`config.mk`:
```
export PLATFORM = sky130hd
export DESIGN_NAME = acia_host_ctrl
export DESIGN_NICKNAME = d
export VERILOG_FILES = /design/src/rtl/acia_pkg.sv /design/src/rtl/acia_rr2.sv /design/src/rtl/acia_host_ctrl.sv
export SDC_FILE = /design/constraint.sdc
export NUM_CORES = 1
export LEC_CHECK = 0
export CORE_AREA = 2 2 69 71
export DETAILED_ROUTE_END_ITERATION = 16
export DIE_AREA = 0 0 71 73
export SYNTH_ARGS = -nofsm -noshare
export SYNTH_HDL_FRONTEND = slang
export SYNTH_SLANG_ARGS = --single-unit
```
`constraint.sdc`:
```
create_clock -name clk_i -period 4.3 [get_ports clk_i]
set_input_delay 1.29 -clock clk_i [delete_from_list [all_inputs] [get_ports clk_i]]
set_output_delay 1.29 -clock clk_i [all_outputs]
set_load 0.02 [all_outputs]
```
`src/rtl/acia_pkg.sv`:
```
// ---------------------------------------------------------------------------
// acia_pkg: shared FSM state, ACIA status-bit and register-select constants.
// Rev 1.0
// ---------------------------------------------------------------------------
`default_nettype none

package acia_pkg;

   typedef enum logic [2:0] {
      ST_INIT_RST = 3'd0,
      ST_INIT_CFG = 3'd1,
      ST_GAP      = 3'd2,
      ST_POLL     = 3'd3,
      ST_DECIDE   = 3'd4,
      ST_RXRD     = 3'd5,
      ST_RXCAP    = 3'd6,
      ST_TXWR     = 3'd7
   } acia_state_e;

   localparam int unsigned RXF = 0;
   localparam int unsigned TXE = 1;
   localparam int unsigned FE  = 4;
   localparam int unsigned OVR = 5;

   localparam logic [7:0] ACIA_MASTER_RST = 8'h03;

   localparam logic RS_CTRL = 1'b0;
   localparam logic RS_DATA = 1'b1;

endpackage

`default_nettype wire

```
`src/rtl/acia_rr2.sv`:
```
// ---------------------------------------------------------------------------
// acia_rr2: two-way round-robin arbiter; grant index plus the `last` pointer.
// Rev 1.0
// ---------------------------------------------------------------------------
`default_nettype none

module acia_rr2 (
   input  logic       clk_i,
   input  logic       rst_ni,
   input  logic [1:0] req_i,
   input  logic       advance_i,
   output logic       grant_o
);

   logic last_q, last_d;
   logic grant;

   always_comb begin
      grant = 1'b0;
      if (req_i == 2'b11) begin
         grant = ~last_q;
      end else if (req_i[1]) begin
         grant = 1'b1;
      end
      last_d = advance_i ? grant : last_q;
   end

   assign grant_o = grant;

   // Reset to 1 so requester 0 wins the first contested grant.
   always_ff @(posedge clk_i or negedge rst_ni) begin
      if (!rst_ni) begin
         last_q <= 1'b1;
      end else begin
         last_q <= last_d;
      end
   end

endmodule

`default_nettype wire

```
`src/rtl/acia_host_ctrl.sv`:
```
// ---------------------------------------------------------------------------
// acia_host_ctrl: ACIA bus master - init, status polling, RX holding register,
// round-robin shared TX.  Rev 1.0
// ---------------------------------------------------------------------------
`default_nettype none

module acia_host_ctrl
   import acia_pkg::*;
#(
   parameter logic [7:0]  CTRL_INIT = 8'h00,
   parameter int unsigned POLL_GAP  = 4
) (
   input  logic       clk_i,
   input  logic       rst_ni,
   input  logic       tx0_valid_i,
   input  logic [7:0] tx0_data_i,
   output logic       tx0_ready_o,
   input  logic       tx1_valid_i,
   input  logic [7:0] tx1_data_i,
   output logic       tx1_ready_o,
   output logic       rx_valid_o,
   output logic [7:0] rx_data_o,
   input  logic       rx_ready_i,
   output logic       err_o,
   input  logic       err_clr_i,
   output logic       acia_cs_o,
   output logic       acia_we_o,
   output logic       acia_rs_o,
   output logic [7:0] acia_din_o,
   input  logic [7:0] acia_dout_i
);

   localparam int unsigned GW = (POLL_GAP > 1) ? $clog2(POLL_GAP) : 1;
   localparam logic [GW-1:0] GAP_LAST = GW'(POLL_GAP - 1);

   acia_state_e   state_q, state_d;
   logic          run_q;
   logic [GW-1:0] gap_q, gap_d;
   logic          gnt_q, gnt_d;
   logic          rx_valid_q, rx_valid_d;
   logic [7:0]    rx_data_q, rx_data_d;
   logic          err_q, err_d;
   logic [1:0]    arb_req;
   logic          arb_adv;
   logic          arb_grant;

   acia_rr2 u_rr2 (
      .clk_i     (clk_i),
      .rst_ni    (rst_ni),
      .req_i     (arb_req),
      .advance_i (arb_adv),
      .grant_o   (arb_grant)
   );

   // run_q holds the bus quiet until the first edge after reset release.
   always_ff @(posedge clk_i or negedge rst_ni) begin
      if (!rst_ni) begin
         run_q      <= 1'b0;
         state_q    <= ST_INIT_RST;
         gap_q      <= '0;
         gnt_q      <= 1'b0;
         rx_valid_q <= 1'b0;
         rx_data_q  <= 8'h00;
         err_q      <= 1'b0;
      end else begin
         run_q      <= 1'b1;
         state_q    <= state_d;
         gap_q      <= gap_d;
         gnt_q      <= gnt_d;
         rx_valid_q <= rx_valid_d;
         rx_data_q  <= rx_data_d;
         err_q      <= err_d;
      end
   end

   always_comb begin
      state_d     = state_q;
      gap_d       = gap_q;
      gnt_d       = gnt_q;
      rx_valid_d  = rx_valid_q;
      rx_data_d   = rx_data_q;
      err_d       = err_q & ~err_clr_i;
      acia_cs_o   = 1'b0;
      acia_we_o   = 1'b0;
      acia_rs_o   = RS_CTRL;
      acia_din_o  = 8'h00;
      tx0_ready_o = 1'b0;
      tx1_ready_o = 1'b0;
      arb_adv     = 1'b0;
      arb_req     = {tx1_valid_i, tx0_valid_i};

      if (rx_valid_q && rx_ready_i) begin
         rx_valid_d = 1'b0;
      end

      if (run_q) begin
         case (state_q)
            ST_INIT_RST: begin
               acia_cs_o  = 1'b1;
               acia_we_o  = 1'b1;
               acia_din_o = ACIA_MASTER_RST;
               state_d    = ST_INIT_CFG;
            end
            ST_INIT_CFG: begin
               acia_cs_o  = 1'b1;
               acia_we_o  = 1'b1;
               acia_din_o = CTRL_INIT;
               gap_d      = '0;
               state_d    = ST_GAP;
            end
            ST_GAP: begin
               if (gap_q == GAP_LAST) begin
                  gap_d   = '0;
                  state_d = ST_POLL;
               end else begin
                  gap_d = gap_q + 1'b1;
               end
            end
            ST_POLL: begin
               acia_cs_o = 1'b1;
               state_d   = ST_DECIDE;
            end
            ST_DECIDE: begin
               if (acia_dout_i[FE] || acia_dout_i[OVR]) begin
                  err_d = 1'b1;
               end
               // A full holding register leaves the byte in the ACIA.
               if (acia_dout_i[RXF] && !rx_valid_q) begin
                  state_d = ST_RXRD;
               end else if (acia_dout_i[TXE] && (tx0_valid_i || tx1_valid_i)) begin
                  gnt_d   = arb_grant;
                  state_d = ST_TXWR;
               end else begin
                  state_d = ST_GAP;
               end
            end
            ST_RXRD: begin
               acia_cs_o = 1'b1;
               acia_rs_o = RS_DATA;
               state_d   = ST_RXCAP;
            end
            ST_RXCAP: begin
               rx_data_d  = acia_dout_i;
               rx_valid_d = 1'b1;
               state_d    = ST_GAP;
            end
            ST_TXWR: begin
               acia_cs_o   = 1'b1;
               acia_we_o   = 1'b1;
               acia_rs_o   = RS_DATA;
               acia_din_o  = gnt_q ? tx1_data_i : tx0_data_i;
               tx0_ready_o = ~gnt_q;
               tx1_ready_o = gnt_q;
               // Present only the latched winner so `last` records it exactly.
               arb_req     = gnt_q ? 2'b10 : 2'b01;
               arb_adv     = 1'b1;
               state_d     = ST_GAP;
            end
            default: begin
               state_d = ST_INIT_RST;
            end
         endcase
      end
   end

   assign rx_valid_o = rx_valid_q;
   assign rx_data_o  = rx_data_q;
   assign err_o      = err_q;

endmodule

`default_nettype wire

```
==> impl_metrics.toml <==
[timing]
setup-tns-final_ns = 0
rsz0062_at_grt = "false"
setup_viol = 0
slew_viol_final = 0
skew_ns = 0.005064
hold_viol_final = 0
max_freq_ghz = 0.2546
whs_ns = 0.5101
worst_slew_pin_slew_ns = 0.8340
fin_ws_ns = 0.3724
relSlewSlack_pct = 44.22
post-route-min-period_ns = 3.928
fin_crit_sh_pct = 91.34

[critical_path]
crit_path_end_kind = "output port"
path_class = "in2out"
crit_arrival_ns = 2.64
path_max_fanout = 1
crit_required_ns = 3.01
rrSetupSlack_ns = 2.83
critPathLaunchType = "input port"

[power_and_ir_drop]
p_leak_nw = 0.7030
p_per_area_nw_per_um2 = 572.8
ir_worst_vdd_mv = 0.3058

[logic_synthesis]
ys_seq_elements = 18
syn-num-nets = 132
netlist_area_um2 = 1064
yosys-top-cells-area = "dfrtp_1 40%, mux2_2 9.5%, mux2i_1 8.5%"
syn_avg_cell_area_um2 = 10.53
ys_warn_count = 0
synth.distinct_cells = 34
ys_seq_area_share_pct = 42.47
syn-instance-count = 101
yosysTopAreaCell = "dfrtp_1"
yosys.area.top_type_share_pct = 40.00

[floorplan]
core.rowCount = 25
core_area_um2 = 4536
die_w_um = 71
boundaryPins = 53
die_h_um = 73
start_util_pct = 23.45
dieArea_um2 = 5183

[placed_design]
dp_slack_ns = 0.3635
gp_congestion = 0.6551
dp_hpwl_um = 1888
portBuffers = 52

[drt]
dr.pass1.iters = 2
drc_errors = 0
routedWlPerCell_um = 12.22
viasPerCell = 4.585
drtIter0Drc = 22
drtAntennaViolNets = 0
wirelength_um = 2506
num_vias = 940

[clock_tree]
hold_buffers = 0
clk_pin_slew_worst_paths_ns = 0.07
ctsHtreeMaxLevel = 1
clock_latency_ns = 0.25
cts_tree = "yes"
cts-root-buf = "clkbuf_8"
ctsLongestPathBuffers = 2
post_cts_resized = 0
cts_made_buffers = 3
cts_setup_buffers = 0
cts.sinks = 18

[layout]
final_common_cell = "clkdlybuf4s50_1"
area.growth.synth_to_final_pct = 56.00
layout.nets = 183
n_antenna_cell = 0
final_cell_mix = "52 x clkdlybuf4s50_1, 17 x dfrtp_1, 12 x nor2_1, 9 x mux2i_1, 9 x mux2_2"
drive_above_1_share_pct = 11.92
num-fill-cells = 437

[global_routing]
first_global_vias = 934
grt_pass1_wl_um = 4222
antenna_found_initial = 0
grt.overflow.total = 0
track_usage_pct = 10.13
grt_max_degree = 19

[run_status]
status = "finished, final reports clean"

[job]
cap_violations = 0

[worst_hold_path]
hp-class = "reg2reg"
## cell type report
class / count / area (um2) / share of cell area, %
multi-input combinational: 73 / 549.3 / 33.11
timing repair buffer: 52 / 520.5 / 31.37
sequential: 18 / 451.7 / 27.22
tap: 54 / 67.56 / 4.072
clock buffer: 4 / 55.05 / 3.318
inverter: 4 / 15.01 / 0.9050
## worst max-delay path: stages
cell	delay, ns
clkdlybuf4s50_1	0.46
mux2i_1	0.07
nor2_1	0.10
o21a_1	0.12
clkdlybuf4s50_1	0.59
## cells by family (layout without fill, tap and decap cells)
| kind of cell | Yosys count | after routing | share of synthesized area (%) |
|---|---|---|---|
| XOR/XNOR | 1 | 1 | 0.8237 |
| flip-flops | 18 | 18 | 42.47 |
| adder cells (fa/ha/maj) | 1 | 1 | 1.176 |
| multiplexers | 18 | 18 | 18.00 |
| AO/OA/AOI/OAI | 19 | 19 | 11.65 |
| other | 1 | 1 | 0.3526 |
| AND/OR/NAND/NOR | 33 | 33 | 19.65 |
| buffers and inverters | 10 | 60 | 5.881 |
## state kept, by name, summed over array words and instances (netlist names)
register / count
err_o: 1
gap_q: 2
gnt_q: 1
run_q: 1
rx_data_o: 8
rx_valid_o: 1
state_q: 3
u_rr2.last_q: 1
## metrics by stage
step	utilization [%]	area, um2	total power (W)	std cells
5_1_grt	36.58	1659	0.001029	205
3_5_place_dp	35.37	1604	0.0008195	201
4_1_cts	36.58	1659	0.0009655	205
2_1_floorplan	-	1064	0.0006484	101
6_report	36.58	1659	0.0009503	205
3_3_place_gp	35.37	1604	0.0008065	201
## worst paths after layout
path | to | cells past startpoint | start
setup / recovery | acia_din_o[1] | 5 | tx1_data_i[1]
hold / removal | rx_data_o[1] | 1 | rx_data_o[1]
setup reg to reg | rx_data_o[4] | 2 | state_q[1]
hold reg to reg | rx_data_o[1] | 1 | rx_data_o[1]
max in group asynchronous | state_q[0] | 1 | rst_ni
min in group asynchronous | err_o | 1 | rst_ni
## metal layers
layer	routed length (um)	vias to the layer above	global-route usage, %	share of wire (%)
met2	1198	32	17.45	48
met3	203	4	3.729	8.1
met4	21	0	3.145	0.84
met1	1083	452	11.75	43
li1	-	452	-	-
met5	0	-	0	0
## report_power, final
part / switching, W / leakage (nW) / internal, W
registers: 0.000116 / 0.215 / 0.000247
clock network: 0.0000575 / 0.0288 / 0.0000814
logic: 0.000186 / 0.459 / 0.000263
## synth_stat cells, drive strengths merged
| cell type | count |
|---|---|
| a21o | 1 |
| a21oi | 4 |
| and2 | 1 |
| and3 | 2 |
| and3b | 1 |
| buf | 6 |
| conb | 1 |
| dfrtp | 17 |
| dfstp | 1 |
| ha | 1 |
| inv | 4 |
| mux2 | 9 |
| mux2i | 9 |
| nand2 | 5 |
| nand2b | 1 |
| nand3 | 1 |
| nand3b | 1 |
| nand4 | 1 |
| nand4b | 1 |
| nand4bb | 1 |
| nor2 | 13 |
| nor2b | 3 |
| nor3 | 1 |
| nor3b | 1 |
| o21a | 4 |
| o21ai | 5 |
| o22a | 1 |
| o22ai | 1 |
| o2bb2ai | 2 |
| o31a | 1 |
| xor2 | 1 |
No activity file was read; power rests on OpenSTA's default activity.
